## config.mk

```make
export PLATFORM = sky130hd
export DESIGN_NAME = status_flag_stack
export DESIGN_NICKNAME = d
export VERILOG_FILES = /design/src/rtl/status_flag_stack.sv
export SDC_FILE = /design/constraint.sdc
export NUM_CORES = 1
export LEC_CHECK = 0
export CAP_MARGIN = 20
export CORE_MARGIN = 3
export CORE_UTILIZATION = 54
export DETAILED_ROUTE_END_ITERATION = 10
export GPL_TIMING_DRIVEN = 0
export PLACE_DENSITY = 0.93
export REMOVE_ABC_BUFFERS = 1
export SYNTH_ARGS = -nofsm -noshare
export SYNTH_HDL_FRONTEND = slang
export SYNTH_SLANG_ARGS = --single-unit
```

## constraint.sdc

```tcl
create_clock -name CLK -period 4.55 [get_ports CLK]
set_input_delay 0.91 -clock CLK [delete_from_list [all_inputs] [get_ports CLK]]
set_output_delay 0.91 -clock CLK [all_outputs]
set_load 0.01 [all_outputs]
```

## src/rtl/status_flag_stack.sv

```systemverilog
// Registered ALU condition flags {V,N,Z,C} with a small LIFO that saves and restores them.
// Stack misuse (push when full, pop when empty) sets a sticky error that CLR_ERR clears.
module status_flag_stack #(
  parameter int WIDTH = 4,
  parameter int DEPTH = 4
) (
  input  logic                       CLK,
  input  logic                       RST_N,
  input  logic                       UPD,
  input  logic [3:0]                 MASK,
  input  logic                       IC,
  input  logic                       IV,
  input  logic [WIDTH-1:0]           DATA,
  input  logic                       PUSH,
  input  logic                       POP,
  input  logic                       CLR_ERR,
  output logic                       C,
  output logic                       Z,
  output logic                       N,
  output logic                       V,
  output logic [$clog2(DEPTH+1)-1:0] LEVEL,
  output logic                       FULL,
  output logic                       EMPTY,
  output logic                       ERR
);

  localparam int LW = $clog2(DEPTH + 1);
  localparam int IW = (DEPTH > 1) ? $clog2(DEPTH) : 1;

  logic [3:0]    flags;
  logic [3:0]    flags_nxt;
  logic [3:0]    upd_val;
  logic [LW-1:0] level;
  logic [LW-1:0] level_nxt;
  logic          err;
  logic          full;
  logic          empty;
  logic          pop_ok;
  logic          push_ok;
  logic          err_evt;
  logic          stk_we;
  logic [IW-1:0] top_idx;
  logic [IW-1:0] wr_idx;
  logic [3:0]    stk [2**IW];

  always_comb begin
    full    = (level == LW'(DEPTH));
    empty   = (level == '0);
    pop_ok  = POP && !empty;
    push_ok = PUSH && !POP && !full;
    err_evt = (PUSH && !POP && full) || (POP && empty);
    top_idx = IW'(level - LW'(1));
    upd_val = {IV, DATA[WIDTH-1], (DATA == '0), IC};

    // A pop (including the push+pop swap) owns the live flags; otherwise UPD applies.
    flags_nxt = flags;
    if (pop_ok)
      flags_nxt = stk[top_idx];
    else if (UPD)
      flags_nxt = (flags & ~MASK) | (upd_val & MASK);

    level_nxt = level;
    if (push_ok)
      level_nxt = level + LW'(1);
    else if (pop_ok && !PUSH)
      level_nxt = level - LW'(1);

    stk_we = push_ok || (pop_ok && PUSH);
    wr_idx = push_ok ? level[IW-1:0] : top_idx;
  end

  always_ff @(posedge CLK or negedge RST_N) begin
    if (!RST_N) begin
      flags <= '0;
      level <= '0;
      err   <= 1'b0;
    end else begin
      flags <= flags_nxt;
      level <= level_nxt;
      if (err_evt)
        err <= 1'b1;
      else if (CLR_ERR)
        err <= 1'b0;
    end
  end

  // Entry storage carries no reset; entries at or above LEVEL are never read.
  always_ff @(posedge CLK) begin
    if (stk_we)
      stk[wr_idx] <= flags;
  end

  assign {V, N, Z, C} = flags;
  assign LEVEL        = level;
  assign FULL         = full;
  assign EMPTY        = empty;
  assign ERR          = err;

endmodule

```

==> flow_summary.json, run 1 <==
{
  "tns_ps": 0,
  "worst_slew_pin_slew_ps": 650,
  "drtIter0Drc": 11,
  "cts_tree": "yes",
  "drc": 0,
  "clock_skew_ps": 6.35,
  "grtUsageTotal_pct": 21.1,
  "syn-cell-area_mm2": 0.00128,
  "die_x_um": 54.6,
  "clock_path_buffers": 2,
  "syn_inst": 103,
  "min_to": "ERR",
  "dieArea_mm2": 0.00299,
  "detail_route.wl_per_cell_um": 17.3,
  "reg2reg_to": "stk[1][2]",
  "antenna_found_initial": 0,
  "critPathCaptureType": "output port",
  "finalSetupViolations": 0,
  "ys_types": 37,
  "rr_worst_depth": 6,
  "crit_required_ps": 3640,
  "cts_hold_buf": 0,
  "avgSynthCellArea_um2": 12.4,
  "routed_wl_um": 2650,
  "yosys_warnings": 0,
  "ys_seq_elements": 24,
  "floorplan.initialDensity_pct": 60.8,
  "first_pass_iters": 4,
  "numCtsBuffers": 3,
  "h-tree-depth": 1,
  "yosysSeqAreaShare_pct": 53.3,
  "min_path_cells": 2,
  "grt_pass1_wl_um": 4280,
  "rows": 16,
  "p_leak_uw": 0.000590,
  "critPathLaunch": "LEVEL[0]",
  "rsz0062_at_grt": "false",
  "finalHoldViolCount": 0,
  "rrSetupSlack_ps": 1610,
  "start_kind": "register",
  "clock_latency_ps": 310,
  "postCtsSetupBuffers": 0,
  "design_area_mm2": 0.00156,
  "critPathKind": "register to output port",
  "num_vias": 907,
  "maxCapViolCount": 0,
  "gp_congestion": 0.775,
  "core_mm2": 0.00210,
  "worstHoldStart": "ERR",
  "vdd_drop_max_uv": 479,
  "clock.fmax_mhz": 302,
  "grt_max_degree": 14,
  "crit_arrival_ps": 2400,
  "post-route-util_pct": 74.1,
  "status": "finished, final reports clean",
  "period_minus_slack_ps": 3310,
  "antennaDiodeCount": 0,
  "chipHeight_um": 54.6,
  "slew_headroom_pct": 56.3,
  "area_growth_pct": 21.9,
  "cts.clk_slew.worst_paths_ps": 120,
  "cts_sinks": 24,
  "cts_root_buf": "clkbuf_4",
  "place_inst": 149,
  "first_global_vias": 903,
  "ios": 26,
  "hp-class": "register to register",
  "fillCellCount": 145,
  "gr-total-overflow": 0,
  "crit_fanout": 12,
  "cts_resized": 0,
  "dpl_cell_area_mm2": 0.00152,
  "nets": 147,
  "slew_viol_final": 0,
  "period_share_pct": 72.7,
  "stdcell_count": 153,
  "port_buffers": 25,
  "ant_nets": 0,
  "drive_gt1_share_pct": 15.9,
  "finalPower_uw": 987,
  "dp_hpwl_um": 2000,
  "reg2reg_from": "LEVEL[0]",
  "vias_per_cell": 5.93,
  "p_per_area_mw_per_mm2": 634
}
[per-stage QoR]
stage | hold slack (ps) | setup WS, ps
after CTS | 565 | 1240
after global routing | 598 | 1080
after floorplan | 549 | 2040
after detailed placement | 540 | 1310
final | 556 | 1240
after global placement | 518 | 1340
[power breakdown]
part	switching, uW	internal, uW
clock network	59.1	48.9
registers	78.2	334
logic	229	238
total	367	621
[logic make-up after synthesis]
group / share of synthesized area, %
mux: 10.3
compound gates: 11.0
buf+inv: 4.60
xor+xnor: 0.686
fa+ha+maj: 3.92
simple gates: 16.3
flops: 53.3
[layout make-up]
type	instances	area (um^2)	share of cell area, %
Timing Repair Buffer	25	250	16.1
Sequential cell	24	681	43.7
Multi-Input combinational cell	68	538	34.5
Tap cell	27	33.8	2.17
Clock buffer	4	36.3	2.33
Inverter	5	18.8	1.20
[synthesized netlist by cell type]
library cell / number / share of area (%)
mux2_2: 1 / 0.88
a311oi_2: 2 / 2.4
nand2b_2: 1 / 0.69
buf_2: 2 / 0.78
a32oi_1: 1 / 0.69
dfrtp_1: 8 / 16
nand2b_1: 1 / 0.49
nand3_1: 1 / 0.39
o221ai_1: 1 / 0.69
nor2b_4: 1 / 1.1
clkbuf_1: 1 / 0.29
buf_6: 1 / 0.88
nor3_1: 4 / 1.6
edfxtp_1: 16 / 38
nor2_1: 3 / 0.88
o21ai_1: 4 / 1.6
nor2b_2: 2 / 1.4
o2111ai_1: 1 / 0.69
buf_4: 2 / 1.2
nor2b_1: 1 / 0.49
nand2b_4: 1 / 1.1
mux2i_1: 3 / 2.4
nor3b_1: 1 / 0.59
and2b_2: 1 / 0.69
mux4_2: 4 / 7.1
o21ai_0: 4 / 1.6
a21oi_1: 4 / 1.6
ha_1: 4 / 3.9
and2_4: 1 / 0.69
a211oi_1: 1 / 0.59
nor3_2: 2 / 1.6
inv_1: 5 / 1.5
nand2_1: 14 / 4.1
a311oi_1: 1 / 0.69
a21o_1: 1 / 0.59
xor2_1: 1 / 0.69
or4_1: 1 / 0.59
[metal layers]
metal / vias to the layer above / part of all wire [%] / GRT usage (%)
li1: 430 / - / -
met3: 2 / 3.9 / 6.54
met5: - / 0 / 0
met4: 0 / 0.30 / 4.15
met1: 456 / 44 / 26.5
met2: 19 / 52 / 35.6
[worst max-delay path by stage]
stage | to | slack (ps) | depth (start not counted)
after detailed placement | stk[1][2] | 1310 | 5
after CTS | EMPTY | 1240 | 4
after floorplan | stk[1][0] | 2040 | 6
after global routing | EMPTY | 1080 | 4
final | EMPTY | 1240 | 4
after global placement | stk[1][2] | 1340 | 5
[worst max-delay path, cell delays in order (launching register included)]
cell	delay (ps)
dfrtp_1	580
inv_1	260
ha_1	420
nor2b_2	260
clkdlybuf4s50_1	560
[cell usage in the layout (no fill, tap or decap), types with 2 or more instances in the layout]
cell type / count
a21oi_1: 4
a311oi_2: 2
clkbuf_4: 3
clkdlybuf4s50_1: 25
dfrtp_1: 8
edfxtp_1: 16
ha_1: 4
inv_1: 5
mux2i_1: 3
mux4_2: 4
nand2_1: 14
nor2_1: 3
nor2b_2: 2
nor3_1: 4
nor3_2: 2
o21ai_0: 4
o21ai_1: 4
No activity file was read; power rests on OpenSTA's default activity.
==> run 2: changes to the inputs <==
Settings changed: CORE_UTILIZATION 54 to 45, PLACE_DENSITY 0.93 to 0.84.
Clock period 4.55 ns to 2.8 ns, I/O delays scaled along.
==> run 2 against run 1 <==
  * Via count is 1.8% lower
  * Critical path depth stayed put
  * Final area is 0.48% higher
  * Clock power is 32% higher
  * Clock-buffer cell count is 1 lower
  * Wire length is 8.2% lower
  * Critical path type unchanged
  * Combinational power is 70% higher
  * Global-route usage is 4.9 points lower
  * Utilization is 14 points lower
  * Power is 63% higher
==> flow_summary.json, run 2 (synthesis results as in run 1) <==
{
  "status": "finished, final reports clean",
  "ios": 26,
  "clock_latency_ps": 300,
  "dp_hpwl_um": 1900,
  "finalPower_uw": 1610,
  "internal_power_uw": 1010,
  "gp_congestion": 0.851,
  "slew_headroom_pct": 59.6,
  "routed_wl_um": 2430,
  "first_pass_iters": 4,
  "slowest_delay_ps": 560,
  "num_vias": 891,
  "dp_slack_ps": -105,
  "chipHeight_um": 59.3,
  "p_comb_share_pct": 49.4,
  "finalSetupViolations": 0,
  "hold_ws_ps": 522,
  "die_x_um": 59.3,
  "hp-class": "input port to asynchronous set/reset pin",
  "finalHoldViolCount": 0,
  "area_growth_pct": 22.5,
  "period_share_pct": 92.9,
  "cts.clk_slew.worst_paths_ps": 120,
  "nets": 147,
  "p_sw_share_pct": 36.8,
  "crit_chain": "inv_1 -> ha_4 -> nor2b_2 -> clkdlybuf4s50_1",
  "grtUsageTotal_pct": 16.2,
  "clock_path_buffers": 2,
  "numCtsBuffers": 3,
  "final.setup.worst_slack_ps": 200,
  "place_inst": 152,
  "antenna_found_initial": 0,
  "clock_skew_ps": 1.10,
  "cts_tree": "yes",
  "antennaDiodeCount": 0,
  "crit_slowest_cell": "clkdlybuf4s50_1",
  "critPathCaptureType": "output port",
  "stdcell_count": 156,
  "slew_viol_final": 0,
  "grt_max_degree": 14,
  "tns_ps": 0,
  "p_seq_share_pct": 41.7,
  "drive_gt1_share_pct": 16.7,
  "period_minus_slack_ps": 2600,
  "rsz0062_at_grt": "false",
  "vdd_drop_max_uv": 614,
  "clock_power_share_pct": 8.9,
  "p_per_area_mw_per_mm2": 1030,
  "p_leak_uw": 0.000584,
  "crit_required_ps": 2240,
  "power.switching_uw": 591,
  "cts_hold_buf": 0,
  "crit_fanout": 12,
  "cts_sinks": 24,
  "critPathKind": "register to output port",
  "final_common_cell": "clkdlybuf4s50_1",
  "fillCellCount": 177,
  "start_kind": "register",
  "ant_nets": 0,
  "grt_pass1_wl_um": 4290,
  "worst_slew_pin_slew_ps": 602,
  "crit_arrival_ps": 2040,
  "dieArea_mm2": 0.00351,
  "final_cell_mix": "clkdlybuf4s50_1, edfxtp_1, nand2_1",
  "rows": 18,
  "first_global_vias": 856,
  "drc": 0,
  "vias_per_cell": 5.71,
  "core_mm2": 0.00259,
  "gr-total-overflow": 0,
  "maxCapViolCount": 0,
  "detail_route.wl_per_cell_um": 15.6,
  "cts_root_buf": "clkbuf_4",
  "floorplan.initialDensity_pct": 49.3,
  "h-tree-depth": 1,
  "drtIter0Drc": 51,
  "clock.fmax_mhz": 385,
  "port_buffers": 25
}
==> run 2: cell count changes in the layout (fill, tap and decap cells not counted), sizes merged <==
| cell | delta |
|---|---|
| clkbuf | -1 |
| clkinv | +1 |
==> run 2: layout make-up <==
type | instances | area (um^2) | share of cell area (%)
Sequential cell | 24 | 682 | 43.6
Multi-Input combinational cell | 68 | 551 | 35.2
Timing Repair Buffer | 25 | 250 | 16.0
Tap cell | 30 | 37.5 | 2.40
Clock buffer | 3 | 22.5 | 1.44
Inverter | 5 | 18.8 | 1.20
Clock inverter | 1 | 3.75 | 0.240
==> run 2: power groups by stage <==
stage | logic (uW) | clock network (uW) | registers [uW]
2_1_floorplan | 457 | 0 | 668
4_1_cts | 773 | 144 | 667
3_5_place_dp | 754 | 0 | 676
5_1_grt | 876 | 159 | 696
6_report | 794 | 143 | 669
3_3_place_gp | 734 | 0 | 666
==> run 2: metrics by stage <==
step                util [%]  area (um^2)
floorplan                  -         1240
global placement        58.9         1530
detailed placement      58.9         1530
CTS                     60.0         1550
global route            60.4         1570
finish                  60.4         1570
==> run 2: worst max-delay path: cells and delay by family, from the launching register on <==
| kind | cells | cell delay [ps] |
|---|---|---|
| adders and majority gates | 1 | 240 |
| buffers and inverters | 2 | 790 |
| DFF | 1 | 520 |
| and+or+nand+nor | 1 | 190 |
==> run 2: timing repair <==
item	4_1_cts	5_1_grt
setup endpoints to repair	6	14
cloned	0	0
hold endpoints to repair	0	0
buffers inserted	0	0
resized for setup	1	2
==> run 2: metal layers <==
| layer | vias up | track usage (%) | wire, um | part of all wire [%] |
|---|---|---|---|---|
| li1 | 427 | - | - | - |
| met1 | 431 | 24.0 | 1070 | 44 |
| met2 | 31 | 25.1 | 1210 | 50 |
| met3 | 2 | 1.53 | 133 | 5.5 |
| met4 | 0 | 4.85 | 16 | 0.66 |
| met5 | - | 0 | 0 | 0 |
==> run 2: worst paths after layout <==
kind | start | to | slack [ps] | depth (start not counted)
max in group asynchronous | RST_N | LEVEL[0] | 2000 | 1
max reg2reg | LEVEL[0] | stk[1][1] | 310 | 6
max | LEVEL[0] | EMPTY | 200 | 4
min in group CLK | ERR | ERR | 540 | 2
min reg2reg | ERR | ERR | 540 | 2
min | RST_N | asynchronous set/reset pin | 520 | 1
